`src/rtl/flipflop_pipe.sv`:
```
// Elastic WIDTH x DEPTH register pipeline with valid/ready handshake; bubbles collapse under stall.
// Latency DEPTH-1 edges from accept to q when unstalled; ready ripples combinationally from out_ready.
// Backpressure: a stage advances when it is empty or its successor advances; in_ready drops only when full and stalled.
module flipflop_pipe #(
    parameter int              WIDTH      = 4,
    parameter int              DEPTH      = 3,
    parameter logic [WIDTH-1:0] RESET_DATA = '0
) (
    input  logic                         clk,
    input  logic                         rst_n,
    input  logic                         flush,
    input  logic                         in_valid,
    output logic                         in_ready,
    input  logic [WIDTH-1:0]             d,
    output logic                         out_valid,
    input  logic                         out_ready,
    output logic [WIDTH-1:0]             q,
    output logic [$clog2(DEPTH+1)-1:0]   count
);
    localparam int CW = $clog2(DEPTH+1);

    logic [DEPTH-1:0] v;
    logic [WIDTH-1:0] dat [DEPTH];
    logic [DEPTH-1:0] rdy;
    logic             in_xfer;
    logic             out_xfer;

    // Ready chain built with a running variable so no vector bit reads a sibling bit.
    always_comb begin
        logic r;
        r   = out_ready;
        rdy = '0;
        for (int i = DEPTH - 1; i >= 0; i--) begin
            r      = !v[i] | r;
            rdy[i] = r;
        end
    end

    assign in_ready  = rdy[0] & rst_n & !flush;
    assign out_valid = v[DEPTH-1];
    assign q         = dat[DEPTH-1];
    assign in_xfer   = in_valid & in_ready;
    assign out_xfer  = out_valid & out_ready;

    always_ff @(posedge clk) begin
        if (!rst_n) begin
            v     <= '0;
            count <= '0;
            for (int i = 0; i < DEPTH; i++) begin
                dat[i] <= RESET_DATA;
            end
        end else if (flush) begin
            // Data stays put; only occupancy is dropped.
            v     <= '0;
            count <= '0;
        end else begin
            if (rdy[0]) begin
                v[0] <= in_valid;
                if (in_valid) begin
                    dat[0] <= d;
                end
            end
            for (int i = 1; i < DEPTH; i++) begin
                if (rdy[i]) begin
                    v[i] <= v[i-1];
                    if (v[i-1]) begin
                        dat[i] <= dat[i-1];
                    end
                end
            end
            if (in_xfer && !out_xfer) begin
                count <= count + CW'(1);
            end else if (out_xfer && !in_xfer) begin
                count <= count - CW'(1);
            end
        end
    end
endmodule

```
`config.mk`:
```
export PLATFORM = sky130hd
export DESIGN_NAME = flipflop_pipe
export DESIGN_NICKNAME = d
export VERILOG_FILES = /design/src/rtl/flipflop_pipe.sv
export SDC_FILE = /design/constraint.sdc
export NUM_CORES = 1
export LEC_CHECK = 0
export CAP_MARGIN = 30
export CORE_MARGIN = 4
export CORE_UTILIZATION = 30
export CTS_CLUSTER_DIAMETER = 150
export CTS_CLUSTER_SIZE = 14
export DETAILED_ROUTE_END_ITERATION = 6
export MAX_ROUTING_LAYER = met4
export PLACE_DENSITY = 0.49
export SYNTH_ARGS = -nofsm -noshare
export SYNTH_HDL_FRONTEND = slang
export SYNTH_SLANG_ARGS = --single-unit
export TNS_END_PERCENT = 1
```
`constraint.sdc`:
```
create_clock -name clk -period 2.3 [get_ports clk]
set_input_delay 0.46 -clock clk [delete_from_list [all_inputs] [get_ports clk]]
set_output_delay 0.46 -clock clk [all_outputs]
set_load 0.005 [all_outputs]
```
; ---- After elaboration in Yosys (flattened, before gate mapping)
; Memory sizes are Yosys's and may differ from the RTL's.
; Cells that the tools add are included.
[word_totals]
out_inout_bits = 8
latch_bits = 0
mem_count = 1
mem_bits_rw = 12
rom_bits = 0
register_bits = 5
in_bits = 9
[mem_list]
columns = memory, words, width, read_ports, rd_clocked_by_memory_dff, wr, line
row1 = dat, 3, 4, 3, 0, 3, 23  ; logic [WIDTH-1:0] dat [DEPTH];
[classes]
muxes = 21
n_div = 0
n_mul = 0
reduce_logical = 10
n_addsub = 2
shift = 0
n_bitwise = 11
n_lt_le_gt_ge = 0
n_eq_ne = 0
[ops]
columns = operator, count
row1 = 2-to-1 mux 1 bit, 16
row2 = 2-to-1 mux 4 bit, 3
row3 = logical NOT 1 bit, 6
row4 = bitwise OR 1 bit, 6
row5 = AND 1 bit, 4
row6 = 2-to-1 mux 2 bit, 2
row7 = "adder 2 x 1 -> 2 bit, second input constant", 1
row8 = logical AND 1 bit, 2
row9 = nonzero test 2 bit, 1
row10 = OR reduction 2 bit, 1
row11 = "subtractor 2 x 1 -> 2 bit, second input constant", 1
row12 = NOT 1 bit, 1

; ---- Depth between registers and ports, before layout
[logic_depth]
ltp_word = 11
ltp_mapped = 9
depth_no_buf = 7

; ---- Least setup slack after synthesis
; No wires, ideal clock.
[synth_timing]
kind = in2reg
start = input out_ready
end = register count[1]
n_path_buf = 2
arrival_ns = 2.021
path_stages = 8
slack_ns = 0.209
cell_sequence = and3b_1 -> buf_6 -> a211o_2 -> buf_6 -> inv_1 -> ha_1 -> or3_1 -> a21oi_1
[synth_between]
elab_chain_len = 9
[synth_rtl]
columns = element, line
row1 = start: declaration, 16  ; input logic out_ready,
row2 = bitwise OR 1 bit (3 in series), 34  ; r = !v[i] | r;
row3 = AND 1 bit (2 in series), 39  ; assign in_ready = rdy[0] & rst_n & !flush;
row4 = AND 1 bit, 42  ; assign in_xfer = in_valid & in_ready;
row5 = logical NOT 1 bit, 73  ; end else if (out_xfer && !in_xfer) begin
row6 = logical AND 1 bit, 73
row7 = nonzero test 2 bit (no line), -
row8 = end signal: assignment, 72  ; count <= count + CW'(1);
row9 = end signal: assignment, 74  ; count <= count - CW'(1);
row10 = end: declaration, 18  ; output logic [$clog2(DEPTH+1)-1:0] count
; Parallel ways exist; a longest one is shown, timed or not.
; A chain may end at the register's enable or synchronous reset.

; ---- Worst setup path in the final report
; Ends and elaborated chain as after synthesis.

==> qor.tcl <==
set qor(status) {complete, no violations}
set qor(drt-initial-drc-count) 9
set qor(grt_max_degree) 14
set qor(utilization_pct) 40.56
set qor(synthSimpleGateAreaFrac_pct) 10.65
set qor(grt.total_usage_pct) 7.299
set qor(insertion_delay_ns) 0.30
set qor(synth_fa_ha_area_share_pct) 1.522
set qor(share_comb_of_total_power_pct) 11.2
set qor(clk_path_buf_depth) 2
set qor(clock_group_share_of_total_power_pct) 28.4
set qor(final_max_slew_viol_count) 0
set qor(post-place-ws_ns) -0.06504
set qor(finalSetupViolations) 0
set qor(yosys.cell_types.count) 20
set qor(layout.nets) 95
set qor(critPathCaptureType) {flop}
set qor(n_antenna_cell) 0
set qor(worstSetupStartpointType) {input pin}
set qor(detail_route.wirelength_mm) 1.241
set qor(timing.critical_path.slowest_cell_delay_ns) 0.49
set qor(finalCritPeriodShare_pct) 89.89
set qor(grt_pass1_vias) 428
set qor(worst_ir_drop_vdd_v) 0.0003773
set qor(routed_via_count) 500
set qor(max_slew.worst_pin.slew_ns) 0.2056
set qor(skew_ns) 0.01396
set qor(post_synth_xor_area_fraction_pct) 2.131
set qor(drcViolationCount) 0
set qor(synth_area_um2) 822.0
set qor(synth_warnings) 0
set qor(grt_antenna_before_repair) 0
set qor(synthCells) 65
set qor(chipWidth_um) 60.35
set qor(postCtsSetupRepairBufs) 0
set qor(criticalPathCategory) {input pin to flop}
set qor(critPathArrivalTime_ns) 2.29
set qor(design.die.area_mm2) 0.003642
set qor(clkSlewWorstSetupHoldPaths_ns) 0.09
set qor(n_fill_cell) 257
set qor(clock-sinks) 17
set qor(dr.pass1.iters) 2
set qor(critPathSlowestCell) {clkdlybuf4s50_1}
set qor(crit_fanout) 3
set qor(cts_tree) {built}
set qor(vias_per_cell) 4.386
set qor(post_synth_mux_area_share_pct) 0
set qor(tritoncts.num_buffers) 3
set qor(clock_tree.htree_level_count) 1
set qor(timing.critical_path.cells) {clkdlybuf4s50_1 > and3b_1 > a211o_2 > inv_1 > ha_1 > or3_1 > a21oi_1}
set qor(synth-edff-count) 12
set qor(grt_setup_unrepaired) {false}
set qor(placeable_core_area_mm2) 0.002545
set qor(row_count) 18
set qor(maxSlewHeadroom_pct) 86.29
set qor(design.portCount) 17
set qor(synth.yosys.seq_area_share_pct) 56.01
set qor(sw_frac_of_total_pct) 21.88
set qor(placed_area_mm2) 0.001003
set qor(timing.max_cap.violations) 0
set qor(area_growth_syn_to_layout_pct) 25.57
set qor(post_synth.cell_area_avg_um2) 12.65
set qor(power_uw) 574.5
set qor(gp_congestion) 0.8030
set qor(power.internal_uw) 448.8
set qor(sequential_share_of_power_pct) 60.4
set qor(synth-async-reset-ratio_pct) 0
set qor(clock_tree.root_cell) {clkbuf_4}
set qor(post_synthesis_register_bit_count) 17
set qor(timing.critical_path.buf_inv) 2
set qor(hold_vio_cnt_final) 0
set qor(stdcell_area_mm2) 0.001032
set qor(layout.cells.most_common_list) {clkdlybuf4s50_1 (15), edfxtp_1 (12), a21boi_2 (10)}
set qor(post-route-worst-setup-slack_ns) 0.2326
set qor(fin_worst_hold_slack_ns) 0.4913
set qor(period_minus_slack_ns) 2.067
set qor(wire_length_of_the_first_global_routing_pass_mm) 1.828
set qor(synth_top_family_by_area) {compound AO/OA/AOI/OAI gates}
set qor(synth-main-ff-cell) {edfxtp_1}
set qor(grt-ovfl-total) 0
set qor(wl_per_cell_um) 10.89
set qor(min_path_type) {flop to flop}
set qor(synth_nets) 75
set qor(worst_ep_required_time_ns) 2.52
set qor(die_height_um) 60.35
set qor(layout_commonest_cell) {clkdlybuf4s50_1}
set qor(clock.fmax_ghz) 0.4837
set qor(net-switching-power_uw) 125.7
set qor(final_layout_size_suffix_gt1_share_pct) 28.57
set qor(initial_core_util_pct) 32.30
set qor(place.port_buffers) 16
set qor(synth_compound_area_share_pct) 20.40
set qor(place_hpwl_um) 937
set qor(pwr_density_cell_mw_per_mm2) 556.5
set qor(path_delay_family) {buffers and inverters}
set qor(power.leakage_uw) 0.0003818
set qor(postRouteAntennaNets) 0
## power groups by stage
stage               sequential (uW)  clock [uW]  combinational (uW)
floorplan                       353           0                35.8
global placement                354           0                65.4
detailed placement              354           0                65.9
CTS                             347         176                65.4
global route                    349         183                69.1
finish                          347         163                64.1
## registers in the layout, indices dropped and copies added, names as in the netlist
register and count:
v 3, count 2, dat 12
## worst register-to-register path, cell delays in order (launching register included)
cell     delay, ns
dfxtp_1       0.34
and3b_1       0.21
a211o_2       0.35
inv_1         0.06
ha_1          0.23
or3_1         0.34
a21oi_1       0.14
## cell usage after synthesis (2+ instances only)
cell type / n / area share (%)
a21boi_0: 2 / 1.8
a21boi_2: 10 / 14
a21oi_1: 3 / 1.8
buf_4: 4 / 3.7
buf_6: 3 / 4.1
dfxtp_1: 5 / 12
edfxtp_1: 12 / 44
inv_1: 2 / 0.91
nand2_1: 2 / 0.91
nand2b_1: 3 / 2.3
nor2_1: 7 / 3.2
o21ai_0: 3 / 1.8
xor2_1: 2 / 2.1
## metal layers
metal / GRT usage [%] / vias up / routed length (um)
met5: - / - / 0
met3: 3.830 / 0 / 108
met4: 1.899 / 0 / 0
li1: - / 261 / -
met1: 7.124 / 225 / 471
met2: 12.65 / 14 / 661
## kinds of logic (layout without fill, tap and decap cells)
family	Yosys count	after routing
AO/OA/AOI/OAI	19	19
flip-flops	17	17
AND/OR/NAND/NOR	16	16
buffers and inverters	10	29
XOR/XNOR	2	2
adder cells (fa/ha/maj)	1	1
## repair_timing
| action | CTS | global route |
|---|---|---|
| gates resized for setup | 1 | 0 |
| hold buffers | 0 | 0 |
| setup endpoints to repair | 1 | 0 |
## area by class of cell
type	instances	area [um^2]	share of cell area, %
Clock inverter	1	7.507	0.7273
Clock buffer	3	22.52	2.182
Multi-Input combinational cell	38	285.3	27.64
Tap cell	30	37.54	3.636
Timing Repair Buffer	23	211.5	20.48
Inverter	2	7.507	0.7273
Sequential cell	17	460.4	44.61
## through the flow
step           TNS [ns]  std cells
2_1_floorplan         0         65
3_3_place_gp   -0.01848        110
3_5_place_dp   -0.06504        110
4_1_cts               0        114
5_1_grt               0        114
6_report              0        114
## final timing paths
| check | startpoint | end | slack [ns] | depth (start not counted) |
|---|---|---|---|---|
| min reg2reg | count[1]$_SDFFE_PP0P_ | count[1]$_SDFFE_PP0P_ | 0.49 | 2 |
| max | out_ready | count[1]$_SDFFE_PP0P_ | 0.23 | 7 |
| min | count[1]$_SDFFE_PP0P_ | count[1]$_SDFFE_PP0P_ | 0.49 | 2 |
| max reg2reg | v[2]$_SDFFE_PP0P_ | count[1]$_SDFFE_PP0P_ | 0.54 | 6 |
(Power assumes the default switching activity.)
